$ cat src/rtl/nasti_dma_mover.sv
// NASTI (AXI4) burst data mover: copies `length` bytes from src_addr to dest_addr
// by reading a burst into a local buffer and writing it back out, chunk by chunk.
module nasti_dma_mover #(
    parameter int ADDR_WIDTH = 64,
    parameter int DATA_WIDTH = 64,
    parameter int MAX_BURST  = 16
) (
    input  logic                      aclk,
    input  logic                      areset,
    input  logic                      en,
    input  logic [ADDR_WIDTH-1:0]     src_addr,
    input  logic [ADDR_WIDTH-1:0]     dest_addr,
    input  logic [ADDR_WIDTH-1:0]     length,
    output logic                      done,
    output logic                      error,
    output logic [ADDR_WIDTH-1:0]     ar_addr,
    output logic [7:0]                ar_len,
    output logic [2:0]                ar_size,
    output logic [1:0]                ar_burst,
    output logic                      ar_valid,
    input  logic                      ar_ready,
    input  logic [DATA_WIDTH-1:0]     r_data,
    input  logic [1:0]                r_resp,
    input  logic                      r_last,
    input  logic                      r_valid,
    output logic                      r_ready,
    output logic [ADDR_WIDTH-1:0]     aw_addr,
    output logic [7:0]                aw_len,
    output logic [2:0]                aw_size,
    output logic [1:0]                aw_burst,
    output logic                      aw_valid,
    input  logic                      aw_ready,
    output logic [DATA_WIDTH-1:0]     w_data,
    output logic [DATA_WIDTH/8-1:0]   w_strb,
    output logic                      w_last,
    output logic                      w_valid,
    input  logic                      w_ready,
    input  logic [1:0]                b_resp,
    input  logic                      b_valid,
    output logic                      b_ready
);

    localparam int BYTES = DATA_WIDTH / 8;
    localparam int SHIFT = $clog2(BYTES);
    localparam int NW    = $clog2(MAX_BURST) + 1;
    localparam int IW    = (MAX_BURST > 1) ? $clog2(MAX_BURST) : 1;
    localparam logic [NW-1:0] N_ONE = NW'(1'b1);
    localparam logic [NW-1:0] N_TWO = NW'(2'd2);

    typedef enum logic [2:0] {
        ST_IDLE  = 3'd0,
        ST_RADDR = 3'd1,
        ST_RDATA = 3'd2,
        ST_WADDR = 3'd3,
        ST_WDATA = 3'd4,
        ST_WRESP = 3'd5
    } state_t;

    state_t                  state_r;
    logic [ADDR_WIDTH-1:0]   src_r;
    logic [ADDR_WIDTH-1:0]   dest_r;
    logic [ADDR_WIDTH-1:0]   rem_r;
    logic [NW-1:0]           n_r;
    logic [NW-1:0]           idx_r;
    logic [DATA_WIDTH-1:0]   buf_r [MAX_BURST];
    logic [DATA_WIDTH-1:0]   w_data_r;
    logic                    done_r;
    logic                    error_r;
    logic                    zero_r;
    logic                    ar_valid_r;
    logic                    r_ready_r;
    logic                    aw_valid_r;
    logic                    w_valid_r;
    logic                    w_last_r;
    logic                    b_ready_r;

    logic [ADDR_WIDTH-1:0]   beats_s;
    logic [ADDR_WIDTH-1:0]   step_s;
    logic [ADDR_WIDTH-1:0]   src_nx_s;
    logic [ADDR_WIDTH-1:0]   dest_nx_s;
    logic [ADDR_WIDTH-1:0]   rem_nx_s;
    logic                    idx_last_s;
    logic                    b_err_s;
    logic                    unused_s;

    // Beats in the next burst: limited by what is left, the buffer, and both 4 KB pages.
    function automatic logic [NW-1:0] chunk_f(input logic [ADDR_WIDTH-1:0] s,
                                              input logic [ADDR_WIDTH-1:0] d,
                                              input logic [ADDR_WIDTH-1:0] r);
        logic [ADDR_WIDTH-1:0] n_v;
        logic [ADDR_WIDTH-1:0] sb_v;
        logic [ADDR_WIDTH-1:0] db_v;
        logic [ADDR_WIDTH-1:0] mb_v;
        mb_v = ADDR_WIDTH'(MAX_BURST);
        sb_v = ADDR_WIDTH'((13'h1000 - {1'b0, s[11:0]}) >> SHIFT);
        db_v = ADDR_WIDTH'((13'h1000 - {1'b0, d[11:0]}) >> SHIFT);
        n_v  = r;
        n_v  = (n_v > mb_v) ? mb_v : n_v;
        n_v  = (n_v > sb_v) ? sb_v : n_v;
        n_v  = (n_v > db_v) ? db_v : n_v;
        return n_v[NW-1:0];
    endfunction

    assign beats_s    = length >> SHIFT;
    assign step_s     = ADDR_WIDTH'(n_r) << SHIFT;
    assign src_nx_s   = src_r + step_s;
    assign dest_nx_s  = dest_r + step_s;
    assign rem_nx_s   = rem_r - ADDR_WIDTH'(n_r);
    assign idx_last_s = (idx_r == (n_r - N_ONE));
    assign b_err_s    = error_r | (b_resp != 2'b00);
    assign unused_s   = r_last;

    assign done     = done_r;
    assign error    = error_r;
    assign ar_addr  = src_r;
    assign ar_len   = 8'(n_r - N_ONE);
    assign ar_size  = 3'(SHIFT);
    assign ar_burst = 2'b01;
    assign ar_valid = ar_valid_r;
    assign r_ready  = r_ready_r;
    assign aw_addr  = dest_r;
    assign aw_len   = 8'(n_r - N_ONE);
    assign aw_size  = 3'(SHIFT);
    assign aw_burst = 2'b01;
    assign aw_valid = aw_valid_r;
    assign w_data   = w_data_r;
    assign w_strb   = {BYTES{1'b1}};
    assign w_last   = w_last_r;
    assign w_valid  = w_valid_r;
    assign b_ready  = b_ready_r;

    // Transfer sequencer: one read burst into the buffer, then one write burst out of it.
    always_ff @(posedge aclk) begin
        if (areset) begin
            state_r    <= ST_IDLE;
            src_r      <= {ADDR_WIDTH{1'b0}};
            dest_r     <= {ADDR_WIDTH{1'b0}};
            rem_r      <= {ADDR_WIDTH{1'b0}};
            n_r        <= {NW{1'b0}};
            idx_r      <= {NW{1'b0}};
            w_data_r   <= {DATA_WIDTH{1'b0}};
            done_r     <= 1'b1;
            error_r    <= 1'b0;
            zero_r     <= 1'b0;
            ar_valid_r <= 1'b0;
            r_ready_r  <= 1'b0;
            aw_valid_r <= 1'b0;
            w_valid_r  <= 1'b0;
            w_last_r   <= 1'b0;
            b_ready_r  <= 1'b0;
            for (int i = 0; i < MAX_BURST; i++) begin
                buf_r[i] <= {DATA_WIDTH{1'b0}};
            end
        end else begin
            case (state_r)
                ST_IDLE: begin
                    if (zero_r) begin
                        // zero-length request: done drops for exactly one cycle
                        done_r <= 1'b1;
                        zero_r <= 1'b0;
                    end else if (en) begin
                        src_r   <= src_addr;
                        dest_r  <= dest_addr;
                        rem_r   <= beats_s;
                        error_r <= 1'b0;
                        done_r  <= 1'b0;
                        idx_r   <= {NW{1'b0}};
                        if (beats_s == {ADDR_WIDTH{1'b0}}) begin
                            zero_r <= 1'b1;
                        end else begin
                            n_r        <= chunk_f(src_addr, dest_addr, beats_s);
                            ar_valid_r <= 1'b1;
                            state_r    <= ST_RADDR;
                        end
                    end
                end
                ST_RADDR: begin
                    if (ar_ready) begin
                        ar_valid_r <= 1'b0;
                        r_ready_r  <= 1'b1;
                        idx_r      <= {NW{1'b0}};
                        state_r    <= ST_RDATA;
                    end
                end
                ST_RDATA: begin
                    if (r_valid) begin
                        buf_r[idx_r[IW-1:0]] <= r_data;
                        if (r_resp != 2'b00) begin
                            error_r <= 1'b1;
                        end
                        // beat count, not r_last, closes the burst
                        if (idx_last_s) begin
                            r_ready_r  <= 1'b0;
                            aw_valid_r <= 1'b1;
                            idx_r      <= {NW{1'b0}};
                            state_r    <= ST_WADDR;
                        end else begin
                            idx_r <= idx_r + N_ONE;
                        end
                    end
                end
                ST_WADDR: begin
                    if (aw_ready) begin
                        aw_valid_r <= 1'b0;
                        w_valid_r  <= 1'b1;
                        w_data_r   <= buf_r[0];
                        w_last_r   <= (n_r == N_ONE);
                        state_r    <= ST_WDATA;
                    end
                end
                ST_WDATA: begin
                    if (w_ready) begin
                        if (idx_last_s) begin
                            w_valid_r <= 1'b0;
                            w_last_r  <= 1'b0;
                            b_ready_r <= 1'b1;
                            state_r   <= ST_WRESP;
                        end else begin
                            idx_r    <= idx_r + N_ONE;
                            w_data_r <= buf_r[IW'(idx_r + N_ONE)];
                            w_last_r <= ((idx_r + N_TWO) == n_r);
                        end
                    end
                end
                ST_WRESP: begin
                    if (b_valid) begin
                        b_ready_r <= 1'b0;
                        error_r   <= b_err_s;
                        src_r     <= src_nx_s;
                        dest_r    <= dest_nx_s;
                        rem_r     <= rem_nx_s;
                        if ((rem_nx_s == {ADDR_WIDTH{1'b0}}) || b_err_s) begin
                            done_r  <= 1'b1;
                            state_r <= ST_IDLE;
                        end else begin
                            n_r        <= chunk_f(src_nx_s, dest_nx_s, rem_nx_s);
                            ar_valid_r <= 1'b1;
                            state_r    <= ST_RADDR;
                        end
                    end
                end
                default: begin
                    state_r <= ST_IDLE;
                end
            endcase
        end
    end

endmodule

$ cat config.mk
export PLATFORM = sky130hd
export DESIGN_NAME = nasti_dma_mover
export DESIGN_NICKNAME = d
export VERILOG_FILES = /design/src/rtl/nasti_dma_mover.sv
export SDC_FILE = /design/constraint.sdc
export NUM_CORES = 2
export LEC_CHECK = 0
export CAP_MARGIN = 20
export CORE_ASPECT_RATIO = 0.9
export CORE_MARGIN = 4
export CORE_UTILIZATION = 30
export DETAILED_ROUTE_END_ITERATION = 6
export GPL_TIMING_DRIVEN = 0
export PLACE_DENSITY = 0.49
export SLEW_MARGIN = 30
export SYNTH_ARGS = -nofsm -noshare
export SYNTH_HDL_FRONTEND = slang
export SYNTH_SLANG_ARGS = --single-unit
export TNS_END_PERCENT = 5
$ cat constraint.sdc
create_clock -name aclk -period 18.3 [get_ports aclk]
set_input_delay 3.66 -clock aclk [delete_from_list [all_inputs] [get_ports aclk]]
set_output_delay 3.66 -clock aclk [all_outputs]
set_load 0.01 [all_outputs]
Word-level counts from Yosys, hierarchy flattened
Memory sizes are Yosys's and may differ from the RTL's.
Index checks and enable logic that the tools add are counted.

operators by class
  add/sub/neg operators = 11
  order comparisons = 6
  equality and inequality tests = 23
  muxes and demuxes = 95
  bitwise operators = 1
  reduce and logical (&&, ||, !) cells = 28

operators with widths
  operator                                                                           number
  64-bit 2-to-1 mux                                                                  15
  64-bit case mux with 2 select lines                                                4
  64-bit by 8-bit adder with 64-bit output                                           2
  64-bit by 61-bit greater-than comparator with 1-bit output                         2
  64-bit zero test                                                                   2
  61-bit greater-than comparator                                                     2
  61-bit 2-to-1 mux                                                                  2
  5-bit 2-to-1 mux                                                                   14
  64-bit by 5-bit greater-than comparator with 1-bit output (second input constant)  1
  64-bit OR reduction                                                                1
  64-bit by 5-bit subtractor with 64-bit output                                      1
  61-bit by 5-bit greater-than comparator with 1-bit output (second input constant)  1
  13-bit by 12-bit subtractor with 14-bit output (first input constant)              4
  1-bit 2-to-1 mux                                                                   38
  3-bit 2-to-1 mux                                                                   10
  2-bit inequality test (second input constant)                                      14
  4-bit AND reduction                                                                7
  5-bit case mux with 4 select lines                                                 1
  3-bit case mux with 6 select lines                                                 1
  7-bit AND reduction                                                                2
  2-bit nonzero test                                                                 7
  1-bit case mux with 2 select lines                                                 6
  6-bit AND reduction                                                                2
  5-bit equality test                                                                2
  other kinds (19)                                                                   23

word-level totals
  bits in registers = 278
  RAM bits = 1,024
  input port bits = 269
  word-level logic and storage cells = 181
  memories kept = 1

memory list
  memory  words  width  rd ports  clocked after memory_dff  wr ports  RTL line  source
  buf_r   16     64     2         0                         16        65        logic [DATA_WIDTH-1:0] buf_r [MAX_BURST];

Longest topological paths before layout
  word-level depth = 10
  depth in mapped cells = 35
  mapped depth without buffers = 32

Worst setup path before layout
Ideal clock, no wire load.

  path type = in2reg
  start point = in areset
  end point = mem buf_r[13][0] (enable)
  arrival = 8.672 ns
  data required time = 17.725 ns
  setup slack = 9.053 ns
  stages = 4
  path buffers = 1
  cells stage by stage = clkbuf_1 nor2_1 nand2_1 o21ai_0

RTL lines
  item                RTL line  source
  start: declaration  9         input logic areset,
  end: declaration    65

Worst setup path in the final report
  start point = in length[55]
  end point = reg n_r[2]

on the way
  cells in the longest elaborated chain, start to end = 10

ends and longest elaborated chain
  item                                                       RTL line  source
  start: declaration                                         13        input logic [ADDR_WIDTH-1:0] length,
  61-bit by 5-bit greater-than comparator with 1-bit output  98        n_v = (n_v > mb_v) ? mb_v : n_v;
  61-bit 2-to-1 mux                                          98
  61-bit greater-than comparator                             99        n_v = (n_v > sb_v) ? sb_v : n_v;
  61-bit 2-to-1 mux                                          99
  61-bit greater-than comparator                             100       n_v = (n_v > db_v) ? db_v : n_v;
  5-bit 2-to-1 mux                                           100
  5-bit 2-to-1 mux                                           168       if (beats_s == {ADDR_WIDTH{1'b0}}) begin
  5-bit 2-to-1 mux                                           161       end else if (en) begin
  5-bit 2-to-1 mux                                           157       if (zero_r) begin
  5-bit case mux with 2 select lines                         155       case (state_r)
  end signal: assignment                                     139       n_r <= {NW{1'b0}};
  end signal: assignment                                     171       n_r <= chunk_f(src_addr, dest_addr, beats_s);
  end signal: assignment                                     236       n_r <= chunk_f(src_nx_s, dest_nx_s, rem_nx_s);
  end: declaration                                           63        logic [NW-1:0] n_r;

Several ways; a longest one is shown, not always the timed one. The select of a mux whose other input is x is not followed.
A chain may end at the register's enable or synchronous reset.

==> flow_summary.json <==
{
  "synth_top_cells_by_count": "sky130_fd_sc_hd__and2_1, sky130_fd_sc_hd__edfxtp_1, sky130_fd_sc_hd__clkbuf_1",
  "initial_utilization_pct": 30.2,
  "number_of_gates_resized_after_cts": 0,
  "total_die_area_mm2": 0.223,
  "first_global_vias": 49005,
  "vias_per_cell": 5.36,
  "startpoint_kind_of_the_worst_setup_timing_path": "input port",
  "synth_warnings": 0,
  "synth_largest_area_cell": "sky130_fd_sc_hd__edfxtp_1",
  "num_rows": 161,
  "worstHoldPathCells": 2,
  "synth_area_mm2": 0.0647,
  "timing.setup.critical_path_class": "input port to flip-flop",
  "critical_path_cell_count": 24,
  "hold_violations": 0,
  "worstPathBufferInverterCount": 3,
  "reg2reg_setup_slack_ns": 8.80,
  "core-area_mm2": 0.214,
  "crit_family": "compound AO/OA/AOI/OAI gates",
  "finalCriticalPeriod_ns": 9.86,
  "yosys.area.top_type_share_pct": 47.5,
  "clock.fmax_mhz": 101,
  "drt-total-wl_um": 278000,
  "cts.clk_slew.worst_paths_ns": 0.06,
  "worst_ep_arrival_time_ns": 10.55,
  "cellLeakagePower_nw": 27.9,
  "grt_antenna_before_repair": 40,
  "placed_cells_incl_taps": 8825,
  "synth_enable_flop_cells": 1024,
  "clock_tree_root": "sky130_fd_sc_hd__clkbuf_16",
  "yosys_most_used_dff": "sky130_fd_sc_hd__edfxtp_1",
  "yosys.cell_types.count": 78,
  "dp.final_hpwl_um": 211000,
  "least_margin_pin_slew_ns": 1.17,
  "holdBufCountCts": 0,
  "reg2regPathDepth": 34,
  "layout-drive-gt1-share_pct": 12.8,
  "worstSetupStartpoint": "length[55]",
  "synthesis_to_layout_area_growth_pct": 24.0,
  "routed_wire_length_per_instance_um": 30.5,
  "ios": 503,
  "clkSinkCount": 1302,
  "tritoncts": "done",
  "hold_path_startpoint": "zero_r",
  "worst_clock_skew_ns": 0.0577,
  "global_placer_s_final_weighted_congestion": 0.980,
  "layout.nets": 6461,
  "finalSetupViolations": 0,
  "cts.path.max_buffers": 3,
  "dr_wl_met2_um": 132000,
  "die-width_um": 497,
  "timing.hold.worst.class": "flip-flop to flip-flop",
  "cp-end-kind": "flip-flop",
  "detail_route.first_pass.iterations": 6,
  "htree_levels": 4,
  "slew_headroom_pct": 22.1,
  "maxCapViolCount": 0,
  "rr_startpoint": "n_r[2]",
  "ys_ff_latch": 1302,
  "ir_drop_uv": 123,
  "insertion_delay_ns": 0.83,
  "routed-via-count": 48823,
  "critPathRequiredTime_ns": 18.99,
  "met3_length_um": 21200,
  "cp_cell_sequence": "clkdlybuf4s50_1, nor4_1, nand4_1, nor4_1, a21boi_0, nand2_1, inv_1, ha_1, nor2b_1, o21a_1, o21ai_0, a21oi_1, o31ai_1, clkbuf_1, mux2i_1, ha_1, a21o_1, a21o_1, a2111oi_0, o21bai_1, o21a_1, a211oi_1, nor3_1, a221oi_1",
  "vert_die_dim_um": 448,
  "fillCellCount": 20843,
  "initialDrtViolationCount": 5380,
  "post-cts-setup-buffers": 0,
  "cts_made_buffers": 151,
  "grt_pass1_wl_um": 384000,
  "hold_ws_ns": 0.488,
  "finalNonFillerCells": 9110,
  "timing.critical_path.fanout_max": 10,
  "timing.hold.worst_endpoint": "done",
  "reg2reg_to": "n_r[3]",
  "count_of_unresolved_drc_violations_after_routing": 0,
  "topRoutingLayerUsed": "met5",
  "antenna_violating_nets_post_route": 0,
  "most_numerous_cell_in_the_yosys_netlist": "sky130_fd_sc_hd__and2_1",
  "crit_path_top_delay_cell": "sky130_fd_sc_hd__nor4_1",
  "grt_usage_pct": 24.3,
  "finalSetupTns_ns": 0,
  "portBuffers": 479,
  "critPathMaxStageDelay_ns": 0.73,
  "status": "complete, no violations",
  "global_route.overflow_total": 0,
  "min_period_over_period_pct": 53.9,
  "synth-seq-area-share_pct": 56.2,
  "setup_repair_after_global_routing_missed_its_margin": "no",
  "grt_max_degree": 35,
  "synthArstFlopShare_pct": 0,
  "synth_area_per_inst_um2": 12.0,
  "powerDensity_mw_per_mm2": 129,
  "synth.area.top_cells": "sky130_fd_sc_hd__edfxtp_1, sky130_fd_sc_hd__mux4_2, sky130_fd_sc_hd__and2_1",
  "m1WireLength_um": 109000,
  "slew_violations": 0,
  "cells_after_synthesis": 5392
}
[flip-flops by register name, summed over array words and instances (netlist names)]
signal / cells
ar_addr: 64
ar_valid: 1
aw_addr: 64
aw_valid: 1
b_ready: 1
buf_r: 1024
done: 1
error: 1
idx_r: 5
n_r: 5
r_ready: 1
rem_r: 64
state_r: 3
w_data: 64
w_last: 1
w_valid: 1
zero_r: 1
[placed cells by master, fill, tap and decap left out, types with 22 or more instances in the layout]
master,Yosys,layout
sky130_fd_sc_hd__buf_16,0,64
sky130_fd_sc_hd__clkdlybuf4s50_1,0,479
sky130_fd_sc_hd__a21oi_1,208,206
sky130_fd_sc_hd__nand4_1,53,53
sky130_fd_sc_hd__and3_1,23,23
sky130_fd_sc_hd__nand2b_1,27,27
sky130_fd_sc_hd__buf_4,28,28
sky130_fd_sc_hd__clkbuf_1,401,363
sky130_fd_sc_hd__edfxtp_1,1024,1024
sky130_fd_sc_hd__o21ai_0,255,243
sky130_fd_sc_hd__nand3_1,85,85
sky130_fd_sc_hd__a22oi_1,48,48
sky130_fd_sc_hd__clkinv_1,0,22
sky130_fd_sc_hd__nand2_1,365,365
sky130_fd_sc_hd__conb_1,2,28
sky130_fd_sc_hd__mux4_2,320,320
sky130_fd_sc_hd__xor2_1,24,24
sky130_fd_sc_hd__or3_1,28,28
sky130_fd_sc_hd__nor3_1,106,105
sky130_fd_sc_hd__inv_1,46,46
sky130_fd_sc_hd__ha_1,62,62
sky130_fd_sc_hd__nor2_1,386,374
sky130_fd_sc_hd__xnor2_1,41,41
sky130_fd_sc_hd__or4_1,24,24
sky130_fd_sc_hd__and2_1,1036,1036
sky130_fd_sc_hd__o31ai_1,33,33
sky130_fd_sc_hd__o22ai_1,30,30
sky130_fd_sc_hd__nor4_1,65,62
sky130_fd_sc_hd__a21o_1,22,22
sky130_fd_sc_hd__a311oi_1,76,76
sky130_fd_sc_hd__a211oi_1,67,67
sky130_fd_sc_hd__clkbuf_2,0,85
sky130_fd_sc_hd__clkbuf_16,0,152
sky130_fd_sc_hd__dfxtp_1,278,278
[layer usage]
metal	vias to the layer above	GRT usage [%]
li1	21408	-
met1	24644	30.5
met2	2224	40.5
met3	539	4.42
met4	8	11.9
met5	-	0
[layout make-up]
| class | instances | area [µm²] | share of cell area (%) |
|---|---|---|---|
| diodes | 12 | 30.0 | 0.0374 |
| plain buffers | 469 | 2010 | 2.50 |
| clock buffers | 211 | 4200 | 5.23 |
| clock inverters | 61 | 509 | 0.635 |
| inverters | 46 | 173 | 0.215 |
| multi-input cells | 3601 | 26600 | 33.2 |
| flip-flops and latches | 1302 | 36300 | 45.3 |
| well taps | 2852 | 3570 | 4.45 |
| repair buffers | 556 | 6760 | 8.43 |
[where the power goes]
part	switching, W	internal (W)	total, W
clock	0.00131	0.00165	0.00296
combinational	0.00225	0.00134	0.00359
sequential	0.000353	0.00346	0.00382
total	0.00391	0.00645	0.0104
[cell families after synthesis]
logic type      Yosys count  share of synthesized area (%)
simple gates           2263                           18.8
fa+ha+maj                65                           1.29
other cells               2                         0.0116
mux                     333                           11.4
compound gates          847                           8.30
flops                  1302                           56.2
xor+xnor                 65                          0.880
buf+inv                 515                           3.18
[worst reg2reg max path, delay by kind of cell (launching register included)]
kind / cells / cell delay [ns]
AND/OR/NAND/NOR: 12 / 3.58
buffers and inverters: 5 / 1.59
AO/OA/AOI/OAI: 13 / 2.54
flip-flops: 1 / 0.44
adder cells (fa/ha/maj): 3 / 0.95
XOR/XNOR: 1 / 0.35
[through the flow]
stage | setup slack (ns) | area [µm²] | total power, W | util [%]
final | 8.44 | 80200 | 0.0104 | 37.5
after global routing | 7.95 | 80200 | 0.0108 | 37.4
after CTS | 8.50 | 80100 | 0.0103 | 37.4
after detailed placement | 7.71 | 75400 | 0.00738 | 35.2
after global placement | 2.80 | 73100 | 0.00734 | 34.2
after floorplan | 9.05 | 64800 | 0.00565 | -
[worst max-delay path by stage]
stage / end / slack [ns]
after floorplan: buf_r[13][0] / 9.05
after global placement: buf_r[8][50] / 2.80
after detailed placement: n_r[2] / 7.71
after CTS: n_r[2] / 8.50
after global routing: n_r[2] / 7.95
final: n_r[2] / 8.44
No activity file was read; power rests on OpenSTA's default activity.
